$ cat src/rtl/bowling_pkg.sv
// Shared bowling constants, FSM encoding and pin clamp helper.
// Used by the hit sequencer and the downstream score counter.
package bowling_pkg;

  localparam int PINS_W  = 4;
  localparam int SCORE_W = 5;

  localparam logic [PINS_W-1:0]  MAX_PINS   = 4'd10;
  localparam logic [1:0]         MAX_THROWS = 2'd3;
  localparam logic [SCORE_W-1:0] MAX_SCORE  = 5'd30;

  typedef enum logic [1:0] {
    IDLE = 2'd0,
    EMIT = 2'd1,
    GAP  = 2'd2,
    DONE = 2'd3
  } state_e;

  function automatic logic [PINS_W-1:0] clamp_pins(
    input logic [PINS_W-1:0] p,
    input logic [PINS_W-1:0] lim
  );
    return (p > lim) ? lim : p;
  endfunction

endpackage

$ cat src/rtl/gap_timer.sv
// Loadable down-counter; done_o marks the last cycle of a gap.
// Ports: CLOCK_50, reset (sync, high), load_i, val_i, done_o.
module gap_timer #(
  parameter int W = 4
) (
  input  logic         CLOCK_50,
  input  logic         reset,
  input  logic         load_i,
  input  logic [W-1:0] val_i,
  output logic         done_o
);

  logic [W-1:0] cnt_q;

  always_ff @(posedge CLOCK_50) begin
    if (reset) begin
      cnt_q <= '0;
    end else if (load_i) begin
      cnt_q <= val_i;
    end else if (cnt_q != '0) begin
      cnt_q <= cnt_q - W'(1);
    end
  end

  // A count of 1 means this is the final low cycle.
  assign done_o = (cnt_q <= W'(1));

endmodule

$ cat src/rtl/throw_hit_sequencer.sv
// Turns one accepted throw into spaced one-cycle hit pulses.
// Ports: CLOCK_50, reset, pins_valid/pins/pins_ready in; hit, throw_num, busy, game_over out.
module throw_hit_sequencer
  import bowling_pkg::*;
#(
  parameter logic [PINS_W-1:0] MAX_PINS   = bowling_pkg::MAX_PINS,
  parameter logic [1:0]        MAX_THROWS = bowling_pkg::MAX_THROWS,
  parameter logic [3:0]        GAP_CYCLES = 4'd1
) (
  input  logic              CLOCK_50,
  input  logic              reset,
  input  logic              pins_valid,
  input  logic [PINS_W-1:0] pins,
  output logic              pins_ready,
  output logic              hit,
  output logic [1:0]        throw_num,
  output logic              busy,
  output logic              game_over
);

  state_e            state_q;
  logic [PINS_W-1:0] rem_q;
  logic              hit_q;
  logic              busy_q;
  logic              over_q;
  logic [1:0]        thr_q;
  logic [1:0]        thr_d;
  logic [PINS_W-1:0] clamped;
  logic              accept;
  logic              gap_done;

  assign pins_ready = (state_q == IDLE) && !over_q;
  assign accept     = pins_valid && pins_ready;
  assign clamped    = clamp_pins(pins, MAX_PINS);
  assign thr_d      = (thr_q == MAX_THROWS) ? thr_q : thr_q + 2'd1;

  gap_timer #(.W(4)) u_gap (
    .CLOCK_50 (CLOCK_50),
    .reset    (reset),
    .load_i   (state_q == EMIT),
    .val_i    (GAP_CYCLES),
    .done_o   (gap_done)
  );

  // Outputs are registered with the next state, so hit
  // is high exactly during the EMIT cycle.
  always_ff @(posedge CLOCK_50) begin
    if (reset) begin
      state_q <= IDLE;
      rem_q   <= '0;
      hit_q   <= 1'b0;
      busy_q  <= 1'b0;
      over_q  <= 1'b0;
      thr_q   <= '0;
    end else begin
      unique case (state_q)
        IDLE: begin
          if (accept) begin
            busy_q <= 1'b1;
            rem_q  <= clamped;
            if (clamped != '0) begin
              state_q <= EMIT;
              hit_q   <= 1'b1;
            end else begin
              state_q <= DONE;
            end
          end
        end
        EMIT: begin
          hit_q   <= 1'b0;
          rem_q   <= rem_q - PINS_W'(1);
          state_q <= GAP;
        end
        GAP: begin
          if (gap_done) begin
            if (rem_q != '0) begin
              state_q <= EMIT;
              hit_q   <= 1'b1;
            end else begin
              state_q <= DONE;
            end
          end
        end
        DONE: begin
          state_q <= IDLE;
          busy_q  <= 1'b0;
          thr_q   <= thr_d;
          if (thr_d == MAX_THROWS) begin
            over_q <= 1'b1;
          end
        end
        default: state_q <= IDLE;
      endcase
    end
  end

  assign hit       = hit_q;
  assign busy      = busy_q;
  assign throw_num = thr_q;
  assign game_over = over_q;

endmodule

$ cat config.mk
export PLATFORM = sky130hd
export DESIGN_NAME = throw_hit_sequencer
export DESIGN_NICKNAME = d
export VERILOG_FILES = /design/src/rtl/bowling_pkg.sv /design/src/rtl/gap_timer.sv /design/src/rtl/throw_hit_sequencer.sv
export SDC_FILE = /design/constraint.sdc
export NUM_CORES = 1
export LEC_CHECK = 0
export CORE_UTILIZATION = 54
export DETAILED_ROUTE_END_ITERATION = 10
export GPL_ROUTABILITY_DRIVEN = 0
export GPL_TIMING_DRIVEN = 0
export PLACE_DENSITY = 0.81
export SYNTH_ARGS = -nofsm -noshare
export SYNTH_HDL_FRONTEND = slang
export SYNTH_SLANG_ARGS = --single-unit
$ cat constraint.sdc
create_clock -name CLOCK_50 -period 4.1 [get_ports CLOCK_50]
set_clock_uncertainty 0.1 [all_clocks]
set_input_delay 0.41 -clock CLOCK_50 [delete_from_list [all_inputs] [get_ports CLOCK_50]]
set_output_delay 0.41 -clock CLOCK_50 [all_outputs]
set_load 0.01 [all_outputs]
* Word-level counts from Yosys, hierarchy flattened
Cells that the tools add are included.
** Word-level totals
- Input port bits :: 7
- Memories kept :: 0
- Logic and storage cells :: 57
- ROM bits :: 0
- Bits in latches :: 0
- Bits in registers :: 15
- Memory bits (writable) :: 0
- Output and inout port bits :: 6
** Cells by class
- Shift operators :: 0
- Equality and inequality tests :: 9
- Magnitude comparators :: 2
- $mul :: 0
- Reduce and logical (&&, ||, !) cells :: 17
- Add/sub/neg operators :: 3
- Muxes and demuxes :: 18
- Divide/modulo/power cells :: 0
- Bitwise operators :: 0
** Operator list (count)
- $reduce_bool 4->1 :: 3
- $mux 2 :: 5
- $eq 2x2->1 const B :: 4
- $mux 4 :: 2
- $pmux 2 s4 :: 1
- $pmux 4 s2 :: 1
- $reduce_and 2->1 :: 4
- $sub 4x1->4 const B :: 2
- $mux 1 :: 7
- $ne 2x2->1 const B :: 3
- $reduce_bool 2->1 :: 3
- $reduce_and 5->1 :: 1
- $gt 4x4->1 const B :: 1
- $le 4x1->1 const B :: 1
- $pmux 1 s3 :: 1
- $reduce_bool 3->1 :: 1
- $add 2x1->2 const B :: 1
- $eq 2x1->1 const B :: 1
- $logic_and 1x1->1 :: 2
- $logic_not 2->1 :: 1
- $ne 2x1->1 const B :: 1
- $pmux 1 s2 :: 1
- $reduce_or 2->1 :: 1
- $logic_not 1->1 :: 1

* Depth between registers and ports, before layout
- Depth after elaboration :: 6
- Depth in mapped cells :: 5
- Gate-level depth less buffers :: 5

* Cells and area by module
A second synthesis with hierarchy kept.
** Unflattened totals
- Cell total of the unflattened synthesis :: 95
- Area total of the unflattened synthesis :: 814.5 um^2
** Modules (own cells, without submodules)
- throw_hit_sequencer :: area each 561.8 um^2, times used 1, seq. area each 220.2 um^2, cells an instance 68
- gap_timer :: area each 252.7 um^2, times used 1, seq. area each 80.1 um^2, cells an instance 27

* Worst setup path after synthesis
OpenSTA, ideal clock, no wires.
- Kind :: flip-flop to flip-flop
- Start point :: reg u_gap.cnt_q[0]
- End point :: reg u_gap.cnt_q[1]
- Buffers on the path :: 0
- Stages on the path, launching flop included :: 5
- Setup slack :: 2.500 ns
- Arrival time :: 1.386 ns
- Required time :: 3.886 ns
- Library setup time :: 0.114 ns
- Clock period less this slack :: 1.600 ns
- Cells stage by stage :: dfxtp_1 -> inv_1 -> ha_1 -> or3b_2 -> a2111oi_0
** Between the ends
- Longest elaborated chain between the ends :: 1
- Elaborated cells on any way between the ends :: 2
- Classes of those cells :: add/sub: 1; reduce/logical: 1
** RTL lines
- from (decl) :: RTL line gap_timer.sv:13 : logic [W-1:0] cnt_q;
- from (signal assigned) :: RTL line gap_timer.sv:19 : cnt_q <= val_i;
- from (signal assigned) :: RTL line gap_timer.sv:21 : cnt_q <= cnt_q - W'(1);
- $sub 4x1->4 / $reduce_bool 4->1 (equally long branches) :: RTL line gap_timer.sv:21, gap_timer.sv:20
Parallel ways exist; a longest one is shown, timed or not.
A chain may end at the register's enable or synchronous reset.

* Worst setup path after layout
- Start point :: reg state_q[1]
- End point :: out pins_ready
** Between the ends
- Longest elaborated chain between the ends :: 2
** RTL lines
- from (decl) :: RTL line throw_hit_sequencer.sv:21 : state_e state_q;
- from (signal assigned) :: RTL line throw_hit_sequencer.sv:49 : state_q <= IDLE;
- from (signal assigned) :: RTL line throw_hit_sequencer.sv:62 : state_q <= EMIT;
- from (signal assigned) :: RTL line throw_hit_sequencer.sv:65 : state_q <= DONE;
- $logic_not 2->1 :: RTL line throw_hit_sequencer.sv:32 : assign pins_ready = (state_q == IDLE) && !over_q;
- $logic_and 1x1->1 :: RTL line throw_hit_sequencer.sv:32
- to (decl) :: RTL line throw_hit_sequencer.sv:14 : output logic pins_ready,
Every way passes these cells.

==> results.yml <==
route:
  first_iter_violations: 22
  via_per_inst: 6.00
  post-route-drc-count: 0
  vias: 708
  final_antenna_net_count: 0
  wirelength_mm: 1.63
  firstDrtPassIters: 4
  wl_per_cell_um: 13.8
clock_tree:
  clk_pin_slew_ns: 0.09
  cts_sinks: 15
  cts_root_buffer: "clkbuf_4"
  hold_buffers: 0
  htree_num_levels: 1
  clockBufferDepth: 2
  cts_setup_buffers: 0
  cts_buffers: 3
  clk_latency_ns: 0.29
  cts_tree: "yes"
  cts_resized: 0
synthesis:
  ys_seq_area_frac: 0.379
  yosysUniqueCellTypes: 36
  synth_warnings: 0
  syn_inst: 88
  ys_seq_elements: 15
  synth_fp_nets: 99
  postSynthAreaPerCell_um2: 9.00
  syn_area_um2: 792
setup_path:
  cp_max_fo: 10
  required_ns: 3.59
  rr_worst_depth: 4
  r2r-start: "u_gap.cnt_q[1]"
  end_kind: "output port"
  reg2reg_setup_slack_ns: 2.34
  arrival_ns: 1.68
  crit_type: "reg -> out"
  r2r_end: "u_gap.cnt_q[1]"
  critPathLaunchType: "flop"
pwr:
  p_leak_uw: 0.000348
  power_density_nw_per_um2: 539
  ir_drop_mv: 0.386
sta:
  fmax_mhz: 456
  fin_ws_ns: 1.91
  rsz0062_at_grt: "no"
  setup_viol: 0
  hold_viol_final: 0
  period_share: 0.535
  relSlewSlack: 0.604
  slew_viol_final: 0
  worst_pin_slew_ns: 0.586
  setup_tns_ns: 0
  min_period_ns: 2.19
floorplan:
  rows: 13
  die_w_um: 40.3
  ios: 13
  start_util: 0.594
  coreArea_um2: 1330
  die_y_um: 40.3
  die_area_um2: 1620
global_route:
  overflow: 0
  antenna_found_initial: 0
  grt_util_all_layers: 0.222
  grt_pass1_wl_mm: 2.26
  grt_pass1_vias: 493
  grt_max_degree: 11
placement:
  place_ws_ns: 2.05
  io_buffers: 11
  dp_hpwl_mm: 1.19
status:
  status: "finished clean"
finish:
  final_layout_size_suffix_gt1_frac: 0.0971
  fill_cells: 117
  area_delta_synth_final_pct: 19.6
  final_nets: 115
  antennaDiodeCount: 0
min_path:
  min_delay_worst_endpoint: "rem_q[1]"
  hold_depth: 2
  hold_path_class: "reg -> reg"
  worstHoldStart: "rem_q[1]"
flow_run:
  drv_cap: 0
[through the flow]
| stage | hold slack (ns) | instance area, um^2 | power, uW | std cells | util |
|---|---|---|---|---|---|
| floorplan | 0.357 | 792 | 370 | 88 | - |
| global placement | 0.372 | 921 | 421 | 114 | 0.690 |
| detailed placement | 0.382 | 921 | 426 | 114 | 0.690 |
| CTS | 0.399 | 947 | 512 | 118 | 0.710 |
| global route | 0.419 | 947 | 548 | 118 | 0.710 |
| finish | 0.397 | 947 | 510 | 118 | 0.710 |
[worst max-delay path, cell delays in order (launching register included)]
cell and delay, ns:
dfxtp_1 0.31, buf_6 0.12, clkbuf_1 0.21, nor3_1 0.18
clkdlybuf4s50_1 0.57
[layout make-up]
type	instances	area, um^2	share of cell area
multi-input combinational	62	443	0.468
sequential	15	300	0.317
timing repair buffer	11	110	0.116
clock buffer	4	26.3	0.0277
buffer	5	26.3	0.0277
inverter	6	22.5	0.0238
tap	15	18.8	0.0198
[power breakdown]
group | total [uW] | internal, uW | switching, uW
Combinational | 219 | 111 | 108
Clock | 85.3 | 37.9 | 47.4
Sequential | 206 | 178 | 27.9
Total | 510 | 327 | 184
[per-layer routing]
layer  global-route usage  up-vias  wire length (um)
li1                     -      355                 -
met3               0.0500        5                60
met1                0.313      329               843
met4                0.150        0                37
met5                    0        -                 0
met2                0.294       19               688
[cells in the mapped netlist]
cell type  instances  share of area
or2_2              1         0.0079
a31oi_1            3          0.024
mux2_2             1          0.014
nor3b_1            2          0.019
buf_1              1         0.0047
nand4_1            1         0.0079
or3b_2             2          0.022
o2bb2ai_1          1          0.011
o21ai_0            1         0.0063
o41ai_1            1          0.011
nand2_1            1         0.0047
ha_1               4          0.063
o311a_1            1          0.013
nand3_1            3          0.019
a2111oi_0          1          0.011
xnor2_1            1          0.011
nand2b_1           2          0.016
o22a_1             1          0.011
a21oi_2            1          0.011
o21bai_1           1         0.0095
buf_6              1          0.014
nor3_1             7          0.044
nand3b_1           2          0.019
a32oi_1            2          0.022
dfxtp_1           15           0.38
or4b_4             1          0.017
clkbuf_1           3          0.014
inv_1              6          0.028
mux2i_1            3          0.038
or4_1              1         0.0095
and4b_1            1          0.013
o32a_1             1          0.013
nor2b_1            1         0.0079
a21oi_1            7          0.044
nor4b_1            1          0.011
nor2_1             6          0.028
[layout by cell type (no fill, tap or decap), drive strengths merged, types with 2 or more instances in the layout]
cell type / instances
or3b: 2
nor3b: 2
nor3: 7
ha: 4
dfxtp: 15
mux2i: 3
inv: 6
nand3b: 2
a31oi: 3
clkdlybuf4s50: 11
a21oi: 8
buf: 2
a32oi: 2
nand2b: 2
nor2: 6
clkbuf: 7
nand3: 3
[kinds of logic after synthesis]
kind of cell / share of synthesized area
adder cells (fa/ha/maj): 0.0632
multiplexers: 0.0521
flip-flops: 0.379
AND/OR/NAND/NOR: 0.246
XOR/XNOR: 0.0111
buffers and inverters: 0.0616
AO/OA/AOI/OAI: 0.186
[state kept, by name, summed over array words and instances (netlist names)]
name	count
rem_q	4
u_gap.cnt_q	4
state_q	2
throw_num	2
busy	1
game_over	1
hit	1
[worst max-delay path by stage]
stage                         startpoint        endpoint  slack, ns  depth (start not counted)
after floorplan           u_gap.cnt_q[0]  u_gap.cnt_q[1]       2.50                          4
after global placement        pins_valid        rem_q[2]       2.05                          4
after detailed placement      pins_valid        rem_q[2]       2.05                          4
after CTS                     state_q[1]      pins_ready       1.89                          4
after global routing          state_q[0]      pins_ready       1.83                          3
final                         state_q[1]      pins_ready       1.91                          4
No activity file was read; power rests on OpenSTA's default activity.
